$ cat config.mk
export PLATFORM = sky130hd
export DESIGN_NAME = argmax_classifier
export DESIGN_NICKNAME = d
export VERILOG_FILES = /design/src/rtl/argmax_classifier.sv
export SDC_FILE = /design/constraint.sdc
export NUM_CORES = 1
export LEC_CHECK = 0
export ABC_CLOCK_PERIOD_IN_PS = 4130
export BUFFER_PORTS_ARGS = -buffer_cell sky130_fd_sc_hd__buf_2
export CAP_MARGIN = 40
export CELL_PAD_IN_SITES_DETAIL_PLACEMENT = 0
export CELL_PAD_IN_SITES_GLOBAL_PLACEMENT = 2
export CORE_ASPECT_RATIO = 0.7
export CORE_MARGIN = 2
export CORE_UTILIZATION = 38
export CTS_CLUSTER_DIAMETER = 100
export CTS_CLUSTER_SIZE = 8
export DETAILED_ROUTE_END_ITERATION = 7
export GPL_ROUTABILITY_DRIVEN = 1
export GPL_TIMING_DRIVEN = 0
export PLACE_DENSITY = 0.86
export SYNTH_ARGS = -nofsm -noshare
export SYNTH_HDL_FRONTEND = slang
export SYNTH_SLANG_ARGS = --single-unit
$ cat constraint.sdc
create_clock -name clk -period 4.13 [get_ports clk]
set_clock_uncertainty 0.15 [all_clocks]
set_input_delay 0.826 -clock clk [delete_from_list [all_inputs] [get_ports clk]]
set_output_delay 0.826 -clock clk [all_outputs]
set_load 0.02 [all_outputs]
$ cat src/rtl/argmax_classifier.sv
// rtl/argmax_classifier.sv - running argmax over a serial frame of signed scores
// Optional: define ARGMAX_SCORE_EN to add score_out carrying the winning score.
module argmax_classifier #(
   parameter int IN_WIDTH    = 16,
   parameter int NUM_CLASSES = 10,
   parameter int IDX_WIDTH   = 4
) (
   input  logic                 clk,
   input  logic                 rst,
   input  logic [IN_WIDTH-1:0]  data_in,
   input  logic                 in_valid,
   output logic                 in_ready,
   output logic [IDX_WIDTH-1:0] class_out,
`ifdef ARGMAX_SCORE_EN
   output logic [IN_WIDTH-1:0]  score_out,
`endif
   output logic                 out_valid,
   input  logic                 out_ready
);

   typedef enum logic {COLLECT = 1'b0, HOLD = 1'b1} state_t;

   localparam logic [IDX_WIDTH-1:0] LAST_IDX = IDX_WIDTH'(NUM_CLASSES - 1);

   state_t               state_q, state_d;
   logic [IDX_WIDTH-1:0] count_q, count_d;
   logic [IDX_WIDTH-1:0] best_idx_q, best_idx_d;
   logic [IDX_WIDTH-1:0] class_q, class_d;
   logic [IN_WIDTH-1:0]  best_val_q, best_val_d;
   logic                 accept, last_beat, take_win;

   assign accept    = in_valid && in_ready;
   assign last_beat = (count_q == LAST_IDX);
   // The first beat of a frame always wins; later ties keep the earlier index.
   assign take_win  = (count_q == '0) || ($signed(data_in) > $signed(best_val_q));

   always_ff @(posedge clk or posedge rst) begin
      if (rst) state_q <= COLLECT;
      else     state_q <= state_d;
   end

   always_comb begin
      state_d = state_q;
      case (state_q)
         COLLECT: if (accept && last_beat) state_d = HOLD;
         HOLD:    if (out_ready)           state_d = COLLECT;
         default: state_d = COLLECT;
      endcase
   end

   always_comb begin
      in_ready  = (state_q == COLLECT);
      out_valid = (state_q == HOLD);
   end

`ifdef ARGMAX_SCORE_EN
   logic [IN_WIDTH-1:0] score_q, score_d;
   assign score_out = score_q;
`endif

   always_comb begin
      count_d    = count_q;
      best_idx_d = best_idx_q;
      best_val_d = best_val_q;
      class_d    = class_q;
`ifdef ARGMAX_SCORE_EN
      score_d    = score_q;
`endif
      if (accept) begin
         if (take_win) begin
            best_val_d = data_in;
            best_idx_d = count_q;
         end
         if (last_beat) begin
            count_d = '0;
            class_d = take_win ? count_q : best_idx_q;
`ifdef ARGMAX_SCORE_EN
            score_d = take_win ? data_in : best_val_q;
`endif
         end else begin
            count_d = count_q + 1'b1;
         end
      end
      if (state_q == HOLD && out_ready) best_val_d = '0;
   end

   always_ff @(posedge clk or posedge rst) begin
      if (rst) begin
         count_q    <= '0;
         best_idx_q <= '0;
         best_val_q <= '0;
         class_q    <= '0;
`ifdef ARGMAX_SCORE_EN
         score_q    <= '0;
`endif
      end else begin
         count_q    <= count_d;
         best_idx_q <= best_idx_d;
         best_val_q <= best_val_d;
         class_q    <= class_d;
`ifdef ARGMAX_SCORE_EN
         score_q    <= score_d;
`endif
      end
   end

   assign class_out = class_q;

endmodule
==> flow_summary.yaml, run 1 <==
cells_and_area:
  diodes: 0
  nNetsFinal: 230
  syn2layout_area_growth_pct: 18.5
  drive_above_1_share: 0.241
yosys:
  synth_area_um2: 1630
  async_reset_ff_frac: 1.00
  synth_cells: 161
  synth_edf_count: 0
  synth-seq-area-share: 0.446
  ys_types: 29
  postSynthAreaPerCell_um2: 10.1
  synth.net_count: 197
  synth_top_area_share: 0.446
  ys_ff_latch: 29
  ys.flop_type: "dfrtp_1"
  ys_top_cells_by_area: "dfrtp_1 (45%), ha_1 (12%), a22o_1 (5.4%)"
  netlist.top_cell.by_area: "dfrtp_1"
  ys_warn_count: 0
cts:
  cts-htree-levels: 2
  clkSlewWorstSetupHoldPaths_ns: 0.06
  cts_max_path_buffers: 2
  hold_buffers: 0
  clk_latency_ns: 0.28
  cts_tree: "done"
  cts_resized: 0
  cts_inserted_buffers: 5
  cts.sinks: 29
  postCtsSetupBuffers: 0
  root_buffer: "clkbuf_8"
detailed_routing:
  drc: 0
  routed_wl_um: 3320
  via_per_inst: 5.13
  via_count: 1267
  drt_pass1_iterations: 4
  drtIter0Drc: 28
  wl_per_cell_um: 13.4
  ant_nets: 0
min_path:
  hold_path.class: "reg2reg"
timing:
  setup_tns_ns: 0
  maxSlewHeadroom: 0.571
  worst_slew_pin_slew_ns: 0.637
  fin_crit_ns: 2.83
  fmax_mhz: 353
  fin_crit_sh: 0.686
  rsz0062_at_grt: "false"
  setup_ws_ns: 1.30
  hold_viol_final: 0
  setup_viol_count_final: 0
  slew_viol_final: 0
critical_path:
  path_delay_family: "compound AO/OA/AOI/OAI gates"
  cp.required_ns: 4.14
  arrival_ns: 2.84
  critical_path.max_stage_delay_ns: 0.33
  critical_path.max_fanout: 10
  crit_slowest_cell: "nor4_2"
  worst-path-buf-inv: 2
  path_cells: "buf_2 -> ha_1 -> nand4_2 -> nor4_2 -> o21ai_1 -> a31o_2 -> a31o_4 -> buf_6 -> a22o_1"
  ff2ff_setup_slack_ns: 1.57
  setup.worst_path.class: "in2reg"
  end_kind: "flip-flop"
  startpoint_type: "input pin"
placement:
  portBuffers: 25
  dp_slack_ns: 0.993
  dp_hpwl_um: 2640
  gp_congestion: 0.828
floorplan:
  die-area_um2: 4820
  initial_core_util: 0.405
  fp.coreArea_um2: 4020
  dieWidth_um: 82.2
  std_cell_rows: 19
  die_y_um: 58.7
  io_pins: 26
power:
  p_per_area_nw_per_um2: 713
  vdd_drop_max_v: 0.000295
  power.leakage_nw: 0.984
run_status:
  outcome: "complete, no violations"
job:
  maxCapViolCount: 0
grt:
  track_usage: 0.165
  antenna_found_initial: 0
  grt_pass1_wl_um: 5900
  first_global_vias: 1305
  grt_max_degree: 20
  grt_overflow: 0
worst reg2reg max path, cell delays in order (launching register included):
cell     delay, ns
dfrtp_1       0.35
inv_1         0.05
ha_1          0.32
nand4_2       0.18
nor4_2        0.33
o21ai_1       0.15
a31o_2        0.32
a31o_4        0.27
buf_6         0.15
a22o_1        0.19
cells in the mapped netlist, types with 2 or more instances:
| master | count |
|---|---|
| a21o_1 | 3 |
| a21oi_1 | 9 |
| a22o_1 | 10 |
| a22o_2 | 6 |
| and2_1 | 2 |
| buf_6 | 2 |
| dfrtp_1 | 29 |
| ha_1 | 16 |
| inv_1 | 23 |
| mux2i_1 | 4 |
| nand2_1 | 17 |
| nand3_1 | 3 |
| nand4_1 | 4 |
| nor2_1 | 8 |
| nor3_1 | 4 |
| nor4_1 | 2 |
| o21ai_0 | 6 |
| xnor2_1 | 2 |
metrics by stage:
stage | total power, mW | hold WS, ns | instance area (µm²) | utilization | instances
final | 1.37 | 0.339 | 1930 | 0.479 | 247
after global routing | 1.51 | 0.378 | 1930 | 0.479 | 247
after global placement | 1.13 | 0.310 | 1820 | 0.452 | 238
after detailed placement | 1.16 | 0.332 | 1840 | 0.459 | 239
after CTS | 1.39 | 0.346 | 1930 | 0.479 | 247
after floorplan | 0.993 | 0.323 | 1630 | - | 161
per-layer routing:
layer | vias up | global-route usage | routed length [µm] | part of all wire
met2 | 25 | 0.243 | 1340 | 0.40
met1 | 605 | 0.230 | 1790 | 0.54
li1 | 630 | - | - | -
met5 | - | 0 | 0 | 0
met3 | 7 | 0.0491 | 132 | 0.040
met4 | 0 | 0.0595 | 50 | 0.015
path summary, 6_finish.rpt:
| kind | start | endpoint | cells after the start |
|---|---|---|---|
| worst max register to register | best_val_q[15] | best_val_q[13] | 9 |
| min in group asynchronous | rst | best_val_q[15] | 2 |
| max in group asynchronous | rst | best_idx_q[3] | 3 |
| worst min register to register | class_out[2] | class_out[2] | 2 |
| worst max-delay path | data_in[15] | best_val_q[13] | 9 |
| worst min-delay path | class_out[2] | class_out[2] | 2 |
sequential cells by signal, summed over array words and instances (netlist names):
signal,cells
best_val_q,16
class_out,4
best_idx_q,4
count_q,4
out_valid,1
cells by family (layout without fill, tap and decap cells):
group,Yosys count,in the layout,share of synthesized area
flops,29,29,0.446
xor+xnor,2,2,0.0108
mux,4,4,0.0246
fa+ha+maj,16,16,0.123
compound gates,38,38,0.183
buf+inv,26,60,0.0693
simple gates,46,46,0.142
layout by cell type, fill, tap and decap left out, types with 2 or more instances in the layout:
master	Yosys	final
xnor2_1	2	2
buf_6	2	2
and2_1	2	2
a22o_2	6	6
a21oi_1	9	9
clkbuf_8	0	5
mux2i_1	4	4
inv_1	23	23
clkbuf_1	1	2
nor4_1	2	2
nor3_1	4	4
nor2_1	8	8
ha_1	16	16
buf_2	0	25
nand2_1	17	17
a21o_1	3	3
o21ai_0	6	6
nand4_1	4	4
nand3_1	3	3
clkinv_2	0	2
a22o_1	10	10
dfrtp_1	29	29
report_power, final:
| group | internal, mW | switching (mW) |
|---|---|---|
| Sequential | 0.418 | 0.0855 |
| Clock | 0.116 | 0.104 |
| Combinational | 0.299 | 0.350 |
final cells by class:
| cell class | count | area (µm²) |
|---|---|---|
| well taps | 52 | 65.1 |
| clock inverters | 2 | 10.0 |
| flip-flops and latches | 29 | 726 |
| inverters | 23 | 86.3 |
| plain buffers | 3 | 26.3 |
| clock buffers | 6 | 72.6 |
| fillers | 382 | 2090 |
| multi-input cells | 106 | 787 |
| repair buffers | 26 | 153 |
Note: power is estimated with default switching activity, not from simulation.
==> run 2, diff against run 1 <==
==> config.mk (replaced) <==
export PLATFORM = sky130hd
export DESIGN_NAME = argmax_classifier
export DESIGN_NICKNAME = d
export VERILOG_FILES = /design/src/rtl/argmax_classifier.sv
export SDC_FILE = /design/constraint.sdc
export NUM_CORES = 1
export LEC_CHECK = 0
export ABC_CLOCK_PERIOD_IN_PS = 2900
export BUFFER_PORTS_ARGS = -buffer_cell sky130_fd_sc_hd__buf_2
export CAP_MARGIN = 40
export CELL_PAD_IN_SITES_DETAIL_PLACEMENT = 0
export CELL_PAD_IN_SITES_GLOBAL_PLACEMENT = 2
export CORE_ASPECT_RATIO = 0.7
export CORE_MARGIN = 2
export CORE_UTILIZATION = 35
export CTS_CLUSTER_DIAMETER = 100
export CTS_CLUSTER_SIZE = 8
export DETAILED_ROUTE_END_ITERATION = 7
export GPL_ROUTABILITY_DRIVEN = 1
export GPL_TIMING_DRIVEN = 0
export PLACE_DENSITY = 0.8
export SYNTH_ARGS = -nofsm -noshare
export SYNTH_HDL_FRONTEND = slang
export SYNTH_SLANG_ARGS = --single-unit
==> constraint.sdc (replaced) <==
create_clock -name clk -period 2.9 [get_ports clk]
set_clock_uncertainty 0.15 [all_clocks]
set_input_delay 0.58 -clock clk [delete_from_list [all_inputs] [get_ports clk]]
set_output_delay 0.58 -clock clk [all_outputs]
set_load 0.02 [all_outputs]
==> flow_summary.yaml, run 2 (synthesis results as in run 1) <==
timing:
  fin_crit_ns: 2.64
  whs_ns: 0.194
  maxSlewHeadroom: 0.493
  fin_crit_sh: 0.911
  setup_viol_count_final: 0
  worst_slew_pin_slew_ns: 0.754
  setup_ws_ns: 0.259
  fmax_mhz: 379
  hold_viol_final: 0
  slew_viol_final: 0
  rsz0062_at_grt: "false"
cts:
  root_buffer: "clkbuf_8"
  cts_tree: "done"
  clkSlewWorstSetupHoldPaths_ns: 0.06
  cts_inserted_buffers: 5
  clk_latency_ns: 0.28
  cts-htree-levels: 2
  postCtsSetupBuffers: 0
  hold_buffers: 0
  cts_resized: 0
  cts_max_path_buffers: 2
  cts.sinks: 29
grt:
  grt_overflow: 0
  track_usage: 0.153
  grt_pass1_wl_um: 5990
  antenna_found_initial: 0
  grt_max_degree: 19
  first_global_vias: 1283
floorplan:
  fp.coreArea_um2: 4400
  std_cell_rows: 20
  die-area_um2: 5210
  dieWidth_um: 85.5
  die_y_um: 61.0
  io_pins: 26
  initial_core_util: 0.369
min_path:
  hold_path.class: "in2async"
power:
  p_per_area_nw_per_um2: 1030
  total_power_mw: 1.98
  vdd_drop_max_v: 0.000396
  power.leakage_nw: 0.984
critical_path:
  ff2ff_setup_slack_ns: 0.30
  critical_path.max_fanout: 10
  rr_worst_depth: 9
  startpoint_type: "input pin"
  r2r_start: "best_val_q[15]"
  arrival_ns: 2.66
  setup.worst_path.class: "in2reg"
  cp.required_ns: 2.91
  end_kind: "flip-flop"
  reg2reg_to: "best_val_q[14]"
placement:
  dpl.cell_count: 242
  gp_congestion: 0.786
  portBuffers: 25
  dp_hpwl_um: 2790
  dp_slack_ns: -0.0263
detailed_routing:
  routed_wl_um: 3490
  drtIter0Drc: 32
  drc: 0
  ant_nets: 0
  drt_pass1_iterations: 4
  wl_per_cell_um: 14.0
  via_count: 1287
  via_per_inst: 5.17
cells_and_area:
  largest_reg_flops: 16
  nFillCells: 418
  syn2layout_area_growth_pct: 18.9
  final_cell_mix: "dfrtp_1 (29), buf_2 (25), inv_1 (23)"
  drive_above_1_share: 0.237
  post-route-util: 0.439
  fin_cells: 249
  layout_commonest_cell: "dfrtp_1"
  nNetsFinal: 230
  top_register: "best_val_q"
  diodes: 0
job:
  maxCapViolCount: 0
run_status:
  outcome: "complete, no violations"
-- run 2: changes by cell type in the layout (fill, tap and decap cells not counted) --
cell      previous run  this run
clkbuf_8             5         6
clkinv_2             2         0
-- run 2: final cells by class --
cell class / count / area [µm²] / area share
clock buffers: 7 / 86.3 / 0.0447
well taps: 55 / 68.8 / 0.0356
plain buffers: 3 / 26.3 / 0.0136
flip-flops and latches: 29 / 726 / 0.375
inverters: 23 / 86.3 / 0.0447
repair buffers: 26 / 153 / 0.0790
multi-input cells: 106 / 787 / 0.407
-- run 2: stage by stage --
step | setup TNS [ns] | area (µm²)
after global placement | 0 | 1820
after CTS | 0 | 1930
after detailed placement | -0.149 | 1850
after floorplan | 0 | 1630
final | 0 | 1930
after global routing | 0 | 1930
-- run 2: how the worst max path moves through the flow --
stage	startpoint	to	slack, ns	cells past startpoint
global route	best_val_q[15]	best_val_q[2]	0.15	9
global placement	data_in[15]	best_val_q[11]	0.02	9
detailed placement	data_in[15]	best_val_q[3]	-0.03	9
finish	data_in[15]	best_val_q[14]	0.26	9
floorplan	data_in[15]	best_val_q[0]	0.38	8
CTS	data_in[15]	best_val_q[14]	0.25	9
-- run 2: layer usage --
metal / vias up / GRT usage / wire (µm)
li1: 628 / - / -
met1: 622 / 0.212 / 1790
met2: 27 / 0.218 / 1410
met3: 10 / 0.0509 / 205
met4: 0 / 0.0771 / 82
met5: - / 0 / 0
-- run 2: worst max-delay path: stages --
cell and delay (ns):
buf_2 0.12, ha_1 0.34, nand4_2 0.18, nor4_2 0.34
o21ai_1 0.16, a31o_2 0.33, a31o_4 0.27, buf_6 0.15
a22o_1 0.18
-- run 2: power by group --
| part | total, mW | leakage [nW] | switching [mW] | internal [mW] |
|---|---|---|---|---|
| sequential | 0.714 | 0.359 | 0.118 | 0.596 |
| combinational | 0.934 | 0.580 | 0.507 | 0.427 |
| clock | 0.335 | 0.0443 | 0.147 | 0.188 |
==> run 3, diff against run 2 <==
--- a/config.mk
+++ b/config.mk
@@ -12,13 +12,14 @@
 export CELL_PAD_IN_SITES_GLOBAL_PLACEMENT = 2
 export CORE_ASPECT_RATIO = 0.7
 export CORE_MARGIN = 2
-export CORE_UTILIZATION = 35
+export CORE_UTILIZATION = 37
+export CTS_BUF_LIST = sky130_fd_sc_hd__clkbuf_8
 export CTS_CLUSTER_DIAMETER = 100
 export CTS_CLUSTER_SIZE = 8
 export DETAILED_ROUTE_END_ITERATION = 7
 export GPL_ROUTABILITY_DRIVEN = 1
 export GPL_TIMING_DRIVEN = 0
-export PLACE_DENSITY = 0.8
+export PLACE_DENSITY = 0.84
 export SYNTH_ARGS = -nofsm -noshare
 export SYNTH_HDL_FRONTEND = slang
 export SYNTH_SLANG_ARGS = --single-unit
==> flow_summary.yaml, run 3 (synthesis results as in run 1) <==
critical_path:
  arrival_ns: 2.64
  setup.worst_path.class: "in2reg"
  critical_path.max_stage_delay_ns: 0.35
  worst-path-buf-inv: 2
  path_delay_family: "compound AO/OA/AOI/OAI gates"
  crit_slowest_cell: "nor4_2"
  startpoint_type: "input pin"
  cp.required_ns: 2.91
  path_cells: "buf_2 -> ha_1 -> nand4_2 -> nor4_2 -> o21ai_1 -> a31o_2 -> a31o_4 -> buf_6 -> a22o_1"
  critical_path.max_fanout: 10
  end_kind: "flip-flop"
detailed_routing:
  via_per_inst: 4.99
  via_count: 1248
  routed_wl_um: 3440
  drtIter0Drc: 30
  ant_nets: 0
  wl_per_cell_um: 13.8
  drc: 0
  drt_pass1_iterations: 5
cts:
  root_buffer: "clkbuf_8"
  clkSlewWorstSetupHoldPaths_ns: 0.06
  cts-htree-levels: 2
  clk_latency_ns: 0.28
  cts_inserted_buffers: 5
  cts.sinks: 29
  cts_max_path_buffers: 2
  postCtsSetupBuffers: 0
  hold_buffers: 0
  cts_tree: "done"
  cts_resized: 0
power:
  power.leakage_nw: 0.994
  clock_power_share: 0.180
  p_per_area_nw_per_um2: 1030
  internal_power_mw: 1.24
  switchingPower_mw: 0.778
  vdd_drop_max_v: 0.000340
  seq_power_share: 0.355
  power_frac_comb: 0.465
  power_switching_share: 0.386
placement:
  gp_congestion: 0.829
  postPlaceCellArea_um2: 1850
  portBuffers: 25
  dp_slack_ns: -0.0174
  dpl.cell_count: 242
  dp_hpwl_um: 2730
timing:
  fmax_mhz: 380
  hold_viol_final: 0
  fin_crit_sh: 0.908
  maxSlewHeadroom: 0.535
  rsz0062_at_grt: "false"
  worst_slew_pin_slew_ns: 0.691
  fin_crit_ns: 2.63
  slew_viol_final: 0
  setup_ws_ns: 0.268
  setup_viol_count_final: 0
grt:
  grt_max_degree: 17
  first_global_vias: 1300
  antenna_found_initial: 0
  grt_pass1_wl_um: 6060
  grt_overflow: 0
  track_usage: 0.159
cells_and_area:
  final_cell_mix: "dfrtp_1 (29), buf_2 (25), inv_1 (23)"
  largest_reg_flops: 16
  fin_cells: 250
  design_area_um2: 1950
  post-route-util: 0.455
  diodes: 0
  syn2layout_area_growth_pct: 19.9
  nNetsFinal: 230
  layout_commonest_cell: "dfrtp_1"
  drive_above_1_share: 0.246
  top_register: "best_val_q"
job:
  maxCapViolCount: 0
min_path:
  hold_path.class: "in2async"
floorplan:
  die-area_um2: 4950
  io_pins: 26
  initial_core_util: 0.380
  dieWidth_um: 83.2
  std_cell_rows: 20
  die_y_um: 59.5
  fp.coreArea_um2: 4280
run_status:
  outcome: "complete, no violations"
[run 3: cell types whose count changed in the layout (fill, tap and decap cells not counted), sizes merged]
| cell | previous run | this run |
|---|---|---|
| clkinv | 0 | 1 |
[run 3: final timing paths]
path                                start            end  cells after the start  slack (ns)
max                           data_in[15]  best_val_q[1]                      9        0.27
min                                   rst   class_out[2]                      2        0.22
max reg2reg                best_val_q[15]  best_val_q[1]                      9        0.29
min reg2reg                  class_out[2]   class_out[2]                      2        0.35
max in group asynchronous             rst  best_val_q[8]                      3        1.88
min in group clk             class_out[2]   class_out[2]                      2        0.35
[run 3: cell type report]
type,instances,area [µm²]
repair buffers,26,153
multi-input cells,106,787
flip-flops and latches,29,726
plain buffers,3,26.3
fillers,405,2330
clock inverters,1,5.00
inverters,23,86.3
well taps,55,68.8
clock buffers,7,96.3
[run 3: layer usage]
metal | vias up | track usage | part of all wire
li1 | 628 | - | -
met5 | - | 0 | 0
met4 | 0 | 0.0562 | 0.010
met1 | 597 | 0.206 | 0.49
met3 | 4 | 0.0460 | 0.046
met2 | 19 | 0.259 | 0.46
[run 3: power by group through the flow]
stage / clock [mW] / combinational (mW) / sequential [mW]
after CTS: 0.372 / 0.947 / 0.716
after floorplan: 0 / 0.689 / 0.725
final: 0.362 / 0.936 / 0.716
after detailed placement: 0 / 0.938 / 0.723
after global placement: 0 / 0.890 / 0.709
after global routing: 0.401 / 1.07 / 0.746
[run 3: stage by stage]
step	power, mW	hold WS (ns)	TNS, ns
global route	2.22	0.246	0
detailed placement	1.66	0.341	-0.0849
finish	2.01	0.219	0
floorplan	1.41	0.323	0
CTS	2.04	0.225	0
global placement	1.60	0.310	0
